**config.mk**
```make
export PLATFORM = sky130hd
export DESIGN_NAME = a2d_spi_resp
export DESIGN_NICKNAME = d
export VERILOG_FILES = /design/src/rtl/a2d_spi_resp.sv
export SDC_FILE = /design/constraint.sdc
export NUM_CORES = 1
export LEC_CHECK = 0
export BUFFER_PORTS_ARGS = -buffer_cell sky130_fd_sc_hd__buf_2
export CAP_MARGIN = 5
export CELL_PAD_IN_SITES_DETAIL_PLACEMENT = 1
export CELL_PAD_IN_SITES_GLOBAL_PLACEMENT = 2
export CORE_MARGIN = 4
export CORE_UTILIZATION = 37
export CTS_BUF_LIST = sky130_fd_sc_hd__clkbuf_4 sky130_fd_sc_hd__clkbuf_8
export DETAILED_ROUTE_END_ITERATION = 8
export PLACE_DENSITY = 0.9
export SETUP_SLACK_MARGIN = 0.3
export SLEW_MARGIN = 20
export SYNTH_ARGS = -nofsm -noshare
export SYNTH_HDL_FRONTEND = slang
export SYNTH_SLANG_ARGS = --single-unit
export TNS_END_PERCENT = 5
```
**constraint.sdc**
```tcl
create_clock -name clk -period 3.2 [get_ports clk]
set_clock_uncertainty 0.15 [all_clocks]
set_input_delay 0.32 -clock clk [delete_from_list [all_inputs] [get_ports clk]]
set_output_delay 0.32 -clock clk [all_outputs]
set_load 0.05 [all_outputs]
```
**src/rtl/a2d_spi_resp.sv**
```systemverilog
// a2d_spi_resp: conversion responder for an 8-channel 12-bit SPI ADC.
// Each accepted strt_cnv runs two 16-bit SPI frames. Both frames select the latched
// channel, and the second frame returns the conversion result. The 12-bit result is then
// published on A2D_res, and cnv_cmplt is raised.
module a2d_spi_resp #(
    parameter int unsigned SCLK_DIV = 32,
    parameter int unsigned FRM_BITS = 16,
    parameter int unsigned GAP_CLKS = 32
) (
    input  logic        clk,
    input  logic        rst,
    input  logic        strt_cnv,
    input  logic [2:0]  chnnl,
    input  logic        MISO,
    output logic        SS_n,
    output logic        SCLK,
    output logic        MOSI,
    output logic        cnv_cmplt,
    output logic [11:0] A2D_res
);

    localparam int unsigned DW = $clog2(SCLK_DIV);
    localparam int unsigned BW = $clog2(FRM_BITS + 1);
    localparam int unsigned GW = $clog2(GAP_CLKS + 1);

    // Load value puts SCLK high on entry, with the first fall 9 clocks later.
    localparam logic [DW-1:0] DIV_LOAD = DW'(SCLK_DIV * 3 / 4 - 1);
    localparam logic [DW-1:0] DIV_RISE = DW'(SCLK_DIV / 2 - 1);
    localparam logic [DW-1:0] DIV_LAST = DW'(SCLK_DIV - 1);

    typedef enum logic [2:0] {
        IDLE,
        TX1,
        GAP,
        TX2,
        DONE
    } state_t;

    state_t        state;
    logic [2:0]    ch_lat;
    logic [15:0]   shft;
    logic [DW-1:0] div;
    logic [DW-1:0] div_nxt;
    logic [BW-1:0] bitcnt;
    logic [GW-1:0] gap_cnt;
    logic          frame_end;

    // Divider look-ahead. The frame closes on the edge where the divider reaches its last
    // count after the final bit. SCLK is therefore still high there, and no trailing fall
    // is produced.
    always_comb begin
        div_nxt   = div + DW'(1);
        frame_end = (div_nxt == DIV_LAST) && (bitcnt == BW'(FRM_BITS));
    end

    // SCLK follows the divider MSB only while selected. It idles high otherwise.
    always_comb begin
        SCLK = SS_n | div[DW-1];
        MOSI = ~SS_n & shft[15];
    end

    // Conversion sequencer: IDLE -> TX1 -> GAP -> TX2 -> DONE -> IDLE.
    always_ff @(posedge clk) begin
        if (rst) begin
            state     <= IDLE;
            ch_lat    <= 3'd0;
            shft      <= 16'h0000;
            div       <= '0;
            bitcnt    <= '0;
            gap_cnt   <= '0;
            SS_n      <= 1'b1;
            cnv_cmplt <= 1'b0;
            A2D_res   <= 12'h000;
        end else begin
            case (state)
                IDLE: begin
                    if (strt_cnv) begin
                        ch_lat    <= chnnl;
                        cnv_cmplt <= 1'b0;
                        state     <= TX1;
                    end
                end
                TX1, TX2: begin
                    if (SS_n) begin
                        // First clock of TX1: start the frame one edge after acceptance.
                        shft   <= {2'b00, ch_lat, 11'h000};
                        div    <= DIV_LOAD;
                        bitcnt <= '0;
                        SS_n   <= 1'b0;
                    end else if (frame_end) begin
                        SS_n    <= 1'b1;
                        div     <= '0;
                        bitcnt  <= '0;
                        gap_cnt <= '0;
                        state   <= (state == TX1) ? GAP : DONE;
                    end else begin
                        div <= div_nxt;
                        if (div == DIV_RISE) begin
                            shft   <= {shft[14:0], MISO};
                            bitcnt <= bitcnt + BW'(1);
                        end
                    end
                end
                GAP: begin
                    if (gap_cnt == GW'(GAP_CLKS - 1)) begin
                        shft   <= {2'b00, ch_lat, 11'h000};
                        div    <= DIV_LOAD;
                        bitcnt <= '0;
                        SS_n   <= 1'b0;
                        state  <= TX2;
                    end else begin
                        gap_cnt <= gap_cnt + GW'(1);
                    end
                end
                DONE: begin
                    A2D_res   <= shft[11:0];
                    cnv_cmplt <= 1'b1;
                    state     <= IDLE;
                end
                default: state <= IDLE;
            endcase
        end
    end

endmodule

```
Word-level counts from Yosys, hierarchy flattened:

Index checks and enable logic that the tools add are counted.

* word-level logic and storage cells: 73
* output and inout bits: 16
* input bits: 7
* register bits after elaboration: 52

* bitwise logic cells: 3
* reduce and logical (&&, ||, !) cells: 12
* equal/unequal tests: 16
* mux-type cells: 30
* $add $sub $neg: 3

Operators by type and width (count)
* 2-to-1 mux 16 bit: 4
* 2-to-1 mux 5 bit: 7
* case mux 16 bit (2 select lines): 1
* case mux 5 bit (2 select lines): 2
* 2-to-1 mux 6 bit: 3
* 2-to-1 mux 3 bit: 5
* case mux 6 bit (2 select lines): 1
* AND reduction 4 bit: 3
* adder 5 x 1 -> 5 bit (second input constant): 2
* == test 5 bit (second input constant): 2
* inequality test 2 bit (second input constant): 5
* case mux 3 bit (3 select lines): 1
* adder 6 x 1 -> 6 bit (second input constant): 1
* == test 3 x 2 -> 1 bit (second input constant): 2
* == test 6 x 5 -> 1 bit (second input constant): 1
* inequality test 3 bit (second input constant): 2
* AND reduction 2 bit: 3
* == test 5 x 4 -> 1 bit (second input constant): 1
* 2-to-1 mux 1 bit: 4
* inequality test 4 bit (second input constant): 1
* case mux 1 bit (2 select lines): 2
* nonzero test 2 bit: 2
* == test 3 x 1 -> 1 bit (second input constant): 1
* == test 3 bit (second input constant): 1
* other kinds (7): 7

Depth between registers and ports, before layout:

Gate-level depths: netlist of run 1.

* depth after elaboration: 6
* gate-level depth with buffers: 10
* mapped depth without buffers: 8

Worst setup path before layout of run 1:

OpenSTA, ideal clock, no wires.

* kind: reg-to-reg
* start: register div[0]
* end: register bitcnt[2]
* arrival time: 2.203 ns
* setup time: 0.120 ns
* clock period less this slack: 2.473 ns
* path buffers: 0
* cell stages (with the launch flop): 9
* data required time: 2.930 ns
* setup slack: 0.727 ns
* path through: dfxtp_1 ha_1 and3_1 ha_1 nand2b_1 or3_1 o2111ai_1 nor3b_1 a211o_1

* word-level cells in the longest chain between the ends: 6
* elaborated cells on any way between the ends: 9
* those cells by class: 1 x add/sub; 3 x eq/ne; 3 x mux; 2 x reduce/logical

RTL lines
* start, declared: line 42 `logic [DW-1:0] div;`
* start signal, assigned: line 97 `div <= div_nxt;`
* adder 5 x 1 -> 5 bit: line 52 `div_nxt = div + DW'(1);`
* == test 5 bit: line 53 `frame_end = (div_nxt == DIV_LAST) && (bitcnt == BW'(FRM_BITS));`
* logical AND 1 bit: line 53
* 2-to-1 mux 5 bit: line 90 `end else if (frame_end) begin`
* 2-to-1 mux 5 bit: line 84 `if (SS_n) begin`
* case mux 5 bit (2 select lines): line 75 `case (state)`
* end signal, assigned: line 100 `bitcnt <= bitcnt + BW'(1);`
* end, declared: line 44 `logic [BW-1:0] bitcnt;`

Several ways; a longest one is shown, not always the timed one.
A chain may end at the register's enable or synchronous reset.

Final worst setup path of run 1:

* start: register div[0]
* end: register shft[6]

* word-level cells in the longest chain between the ends: 5
* elaborated cells on any way between the ends: 7
* those cells by class: 1 x add/sub; 4 x eq/ne; 2 x reduce/logical

RTL lines
* adder 5 x 1 -> 5 bit: line 52
* == test 5 bit: line 53
* logical AND 1 bit: line 53
* inequality test 3 bit (no source line)
* AND reduction 4 bit (no source line) (*)
* end signal, assigned: line 86 `shft <= {2'b00, ch_lat, 11'h000};`
* end signal, assigned: line 99 `shft <= {shft[14:0], MISO};`
* end signal, assigned: line 106 `shft <= {2'b00, ch_lat, 11'h000};`
* end, declared: line 41 `logic [15:0] shft;`

Every way passes the cells marked *; elsewhere a longest branch is shown, timed or not.

==> results of run 1 <==
[synth_stat cells, drive strengths merged (3+ instances only)]
cell type  number  area share, %
clkbuf         14            2.2
xor2            3            1.1
a21oi          40            8.4
o21ai           9            1.9
nor2b           3           0.79
a31oi           3           0.79
nand2b          6            1.6
nand3          20            4.2
buf             4            1.5
mux2i           3            1.3
a311oi          4            2.3
inv             6           0.94
nor3            8            1.7
o31ai           3           0.94
nor2           18            2.8
ha              6            3.1
nand2          48            7.5
dfxtp          52             44
nor3b           5            1.8
[logic make-up after synthesis]
kind of cell	after synthesis	synth area share [%]
mux	3	1.26
compound gates	73	19.5
xor+xnor	5	1.83
simple gates	126	26.1
fa+ha+maj	6	3.14
flops	52	43.6
buf+inv	24	4.61
[layer usage]
metal	share of wire (%)	vias to the layer above	GRT usage, %
met5	0	-	0
met4	0.80	0	3.71
met1	49	1018	22.0
li1	-	1056	-
met2	47	29	26.5
met3	3.3	5	3.91
[through the flow]
stage / instances / power (mW) / worst slack (ns) / hold WS [ns] / util [%]
3_3_place_gp: 376 / 0.795 / 0.553 / 0.285 / 40.4
2_1_floorplan: 289 / 0.773 / 0.727 / 0.277 / -
3_5_place_dp: 376 / 0.798 / 0.471 / 0.293 / 40.4
5_1_grt: 384 / 1.25 / 0.278 / 0.0789 / 42.1
4_1_cts: 384 / 1.21 / 0.449 / 0.0737 / 42.0
6_report: 384 / 1.19 / 0.464 / 0.0848 / 42.1
[critical path, cell delays in order (launching register included)]
cell and delay (ns):
dfxtp_1 0.34, ha_1 0.24, and3_1 0.20, ha_1 0.28, nand2b_1 0.17, or4_4 0.44
o211a_1 0.48, nand3_1 0.21, a21oi_1 0.09
[final cells by class]
type	count	share of cell area, %
repair buffers	28	5.84
flip-flops and latches	52	39.2
inverters	6	0.848
clock buffers	5	2.59
clock inverters	3	1.04
multi-input cells	213	46.9
well taps	77	3.63
[report_power, final]
part	switching, mW	internal (mW)	total (mW)
combinational	0.0743	0.0361	0.110
sequential	0.0113	0.661	0.672
clock	0.250	0.161	0.411
total	0.336	0.858	1.19
[flip-flops by register name, summed over array words and instances (netlist names)]
name,count
gap_cnt,6
A2D_res,12
state,3
SS_n,1
shft,16
div,5
cnv_cmplt,1
ch_lat,3
bitcnt,5
[worst max path at each step]
stage / from / end / slack, ns / cells past startpoint
3_5_place_dp: div[0]$_SDFFE_PP0P_ / shft[11]$_SDFFE_PP0P_ / 0.47 / 8
5_1_grt: div[1]$_SDFFE_PP0P_ / shft[11]$_SDFFE_PP0P_ / 0.28 / 8
2_1_floorplan: div[0]$_SDFFE_PP0P_ / bitcnt[2]$_SDFFE_PP0P_ / 0.73 / 8
3_3_place_gp: div[1]$_SDFFE_PP0P_ / shft[13]$_SDFFE_PP0P_ / 0.55 / 8
6_report: div[0]$_SDFFE_PP0P_ / shft[6]$_SDFFE_PP0P_ / 0.46 / 8
4_1_cts: div[0]$_SDFFE_PP0P_ / shft[11]$_SDFFE_PP0P_ / 0.45 / 8
==> results.txt, run 1 <==
number of flops mapped to enable cells by yosys - 0
Cells after Synth - 289
Final Cycle Share - 85.5%
most frequent cells in the layout - 52 x dfxtp_1, 48 x nand2_1, 40 x a21oi_1
DRC errors left - 0
CTS Root Cell - clkbuf_8
Yosys cell types - 48
Hold Path End - ch_lat[2]$_SDFFE_PP0P_
slew at the pin closest to its max-slew limit - 0.642 ns
core area - 6310 sq um
initial core utilization - 37.9%
Critical Path RT - 3.24 ns
die width - 88.4 microns
Reg area - 1040 sq um
die height - 88.4 microns
Max Fclk - 366 MHz
via count - 2108
most common cell after layout, fill and taps aside - dfxtp_1
ant diodes - 0
WHS Path Cells - 3
WP data arrival - 2.77 ns
Die ar. - 7810 sq um
TritonRoute pass-1 iters - 4
RSZ-0062 raised after global routing - true
Final Max Tran Viols - 0
Max clock buf depth - 2
TNS Setup - 0 ns
register area share after synthesis - 43.6%
CTS sink cnt - 52
Synth Flop Type - dfxtp_1
crit end category - register
# nets final - 319
CTS Hold Bufs - 0
largest net degree at the start of global routing - 32
GRT Residual Overflow - 0
r2r endpoint - shft[6]$_SDFFE_PP0P_
Tmin final - 2.74 ns
max_slew headroom - 57.2%
syn_nets - 302
ys async rst share - 0%
total CTS buffers - 5
startpoint type of the worst setup path - register
Fillers - 771
Clk Latency, worst-skew pair - 0.32 ns
Post-DP Area - 2550 sq um
Crit Reg-Reg Startpoint - div[0]$_SDFFE_PP0P_
initial antenna violation count - 0
Routed WL per cell - 15.2 microns
outcome - finished clean
flops & latches, synth - 52
fin area - 2660 sq um
DRT Wirelength - 5840 microns
Post-CTS Setup Bufs - 0
mean post-synth cell area - 8.27 sq um
Cell Area, Synth - 2390 sq um
Max-cap violations - 0
Area Overhead vs Synth - 11.2%
type of the worst min-delay path - input port to register
Worst Path Max Fanout - 19
Setup Crit Path Kind - register to register
Final GP Congestion - 0.763
PostCTS Resize Cnt - 0
CTS tree - yes
pwr dens - 449 nW/um^2
vias in the first global route - 2064
final setup fails - 0
Rows - 29
final hold vios - 0
DR iter-0 viols - 91
share of layout cells above drive strength 1 - 14.7%
port buffer count - 22
HPWL Detailed - 4060 microns
hold_sp - chnnl[2]
clk slew on worst S/H paths - 0.10 ns
Multi-input gate area - 1240 sq um
R2R Setup Slk - 0.46 ns
worst-case reg-to-reg path depth - 8
Ys Warns - 0
IO Pins - 23
Final ANT Viol Nets - 0
Pleak - 0.950 nW
GRT Total Usage - 16.3%
first-pass GRT wire length - 10000 microns
H-tree depth - 2
VDD IR max - 240 uV
vias per cell - 5.49
Note: power is estimated with default switching activity, not from simulation.
==> run 2: changes to the inputs <==
Settings changed: SETUP_SLACK_MARGIN 0.3 to 0.5.
==> run 2 against run 1 <==
Register-to-register slack improved by 0.15 ns. First-iteration DRC count increased by 2.2%. Cell count unchanged. Sequential power about the same. Utilization increased by 0.44 points. Power increased by 0.47%. Largest cell class unchanged. Count of clock-buffer cells in the layout unchanged. Maximum frequency increased by 5.8%. Die area unchanged. Wire length increased by 1.7%. Sequential share of layout area decreased by 0.40 points.
==> results.txt, run 2 (synthesis gave the netlist of run 1 again) <==
crit end category - register
Hold Slack - 0.0847 ns (-0.0000728 ns)
Routed WL per cell - 15.5 microns (+1.7%)
largest register by flop count - shft
pwr dens - 447 nW/um^2 (-0.56%)
Hold Path End - ch_lat[2]$_SDFFE_PP0P_
vias in the first global route - 2064 (unchanged)
Setup WS pre-CTS - 0.471 ns (unchanged)
initial antenna violation count - 0 (unchanged)
slowest CP cell - or3_1
H-tree depth - 2 (unchanged)
startpoint type of the worst setup path - register
Clk Latency, worst-skew pair - 0.32 ns (about the same)
most common cell after layout, fill and taps aside - dfxtp_1
Setup Crit Path Kind - register to register
DRC errors left - 0 (unchanged)
Final ANT Viol Nets - 0 (unchanged)
final setup fails - 0 (unchanged)
first-pass GRT wire length - 10000 microns (unchanged)
CTS tree - yes
TNS Setup - 0 ns (unchanged)
Crit path top cell by count - ha_1
final worst slack - 0.613 ns (+0.149 ns)
Final Max Tran Viols - 0 (unchanged)
r2r endpoint - bitcnt[2]$_SDFFE_PP0P_
met3 Resource Use GR - 3.91% (unchanged)
Pleak - 0.946 nW (-0.42%)
worst-case reg-to-reg path depth - 8 (unchanged)
Tmin final - 2.59 ns (-0.149 ns)
ant diodes - 0 (unchanged)
Max Fclk - 387 MHz (+5.8%)
GRT Residual Overflow - 0 (unchanged)
Worst Path Max Fanout - 5 (-14)
slew at the pin closest to its max-slew limit - 0.744 ns (+0.102 ns)
outcome - finished clean
initial core utilization - 37.9% (unchanged)
type of the worst min-delay path - input port to register
max reg flops - 16 (unchanged)
GRT Max-Usage Layer - met2
Max clock buf depth - 2 (unchanged)
share of layout cells above drive strength 1 - 15.0% (+0.33 points)
WP buf/inv - 0 (unchanged)
die width - 88.4 microns (unchanged)
max_slew headroom - 50.2% (-7.0 points)
largest net degree at the start of global routing - 32 (unchanged)
cells along the critical path - ha_1 -> and3_1 -> ha_1 -> nand2b_1 -> or3_1 -> o2111ai_4 -> nor3b_1 -> a211o_1
RSZ-0062 raised after global routing - true
# nets final - 319 (unchanged)
most frequent cells in the layout - 52 x dfxtp_1, 48 x nand2_1, 40 x a21oi_1
Rows - 29 (unchanged)
R2R Setup Slk - 0.61 ns (+0.15 ns)
WP data arrival - 2.65 ns (-0.12 ns)
biggest regs - shft x16, A2D_res x12, gap_cnt x6
via count - 2098 (-0.47%)
DRT Wirelength - 5940 microns (+1.7%)
Critical Path RT - 3.26 ns (+0.02 ns)
die height - 88.4 microns (unchanged)
core area - 6310 sq um (unchanged)
port buffer count - 22 (unchanged)
post-route insts no fill - 384 (unchanged)
GRT Total Usage - 16.3% (unchanged)
met1 Use GR - 22.0% (unchanged)
Area Overhead vs Synth - 12.3%
Crit Reg-Reg Startpoint - div[0]$_SDFFE_PP0P_
hold_sp - chnnl[2]
Final Cycle Share - 80.8% (-4.7 points)
Final GP Congestion - 0.763 (unchanged)
Crit path max-delay family - simple AND/OR/NAND/NOR gates
TritonRoute pass-1 iters - 4 (unchanged)
Die ar. - 7810 sq um (unchanged)
CP peak stage delay - 0.43 ns (-0.05 ns)
clk slew on worst S/H paths - 0.10 ns (about the same)
CTS Root Cell - clkbuf_8
total CTS buffers - 5 (unchanged)
met2 usage - 26.5% (unchanged)
DR iter-0 viols - 93 (+2.2%)
Post-Place Cells - 376 (unchanged)
CTS sink cnt - 52 (unchanged)
WHS Path Cells - 3 (unchanged)
VDD IR max - 241 uV (+0.18%)
final hold vios - 0 (unchanged)
IO Pins - 23 (unchanged)
HPWL Detailed - 4060 microns (unchanged)
vias per cell - 5.46 (-0.47%)
Max-cap violations - 0 (unchanged)
## run 2: cell counts in the layout (fill, tap and decap cells not counted)
No cell type changed its count.
## run 2: worst register-to-register path, cell delays in order, from the launching register on
cell and delay [ns]:
dfxtp_1 0.34, ha_1 0.24, and3_1 0.20, ha_1 0.28
nand2b_1 0.18, or3_1 0.43, o2111ai_4 0.30, nor3b_1 0.09
a211o_1 0.27
## run 2: repair_timing
action	CTS	global route
buffers inserted	0	0
pin swaps	0	0
resized for setup	1	4
hold buffers	0	0
setup endpoints to repair	15	18
## run 2: worst max-delay path by stage
stage                                   start                      to  slack [ns]  depth (start not counted)
final                     div[0]$_SDFFE_PP0P_  bitcnt[2]$_SDFFE_PP0P_        0.61                          8
after global routing      div[1]$_SDFFE_PP0P_  bitcnt[4]$_SDFFE_PP0P_        0.41                          8
after CTS                 div[0]$_SDFFE_PP0P_  bitcnt[2]$_SDFFE_PP0P_        0.46                          8
after detailed placement  div[0]$_SDFFE_PP0P_   shft[11]$_SDFFE_PP0P_        0.47                          8
after global placement    div[1]$_SDFFE_PP0P_   shft[13]$_SDFFE_PP0P_        0.55                          8
after floorplan           div[0]$_SDFFE_PP0P_  bitcnt[2]$_SDFFE_PP0P_        0.73                          8
## run 2: cell type report
class | count | area (sq um)
fill | 772 | 3630
inverter | 6 | 22.5
tap | 77 | 96.3
timing repair buffer | 28 | 155
sequential | 52 | 1040
multi-input combinational | 213 | 1270
clock buffer | 5 | 68.8
clock inverter | 3 | 27.5
## run 2: where the power goes
| part | switching [mW] | internal [mW] |
|---|---|---|
| registers | 0.0114 | 0.661 |
| clock network | 0.251 | 0.161 |
| logic | 0.0771 | 0.0382 |
## run 2: per-layer routing
layer  up-vias  routed length (microns)
li1       1056                        -
met4         0                       54
met5         -                        0
met3         5                      165
met1      1015                     2930
met2        22                     2790
## run 2: through the flow
stage / instance area [sq um] / util, % / power, mW
floorplan: 2390 / - / 0.773
global placement: 2550 / 40.4 / 0.795
detailed placement: 2550 / 40.4 / 0.798
CTS: 2650 / 42.0 / 1.21
global route: 2680 / 42.5 / 1.26
finish: 2680 / 42.5 / 1.20
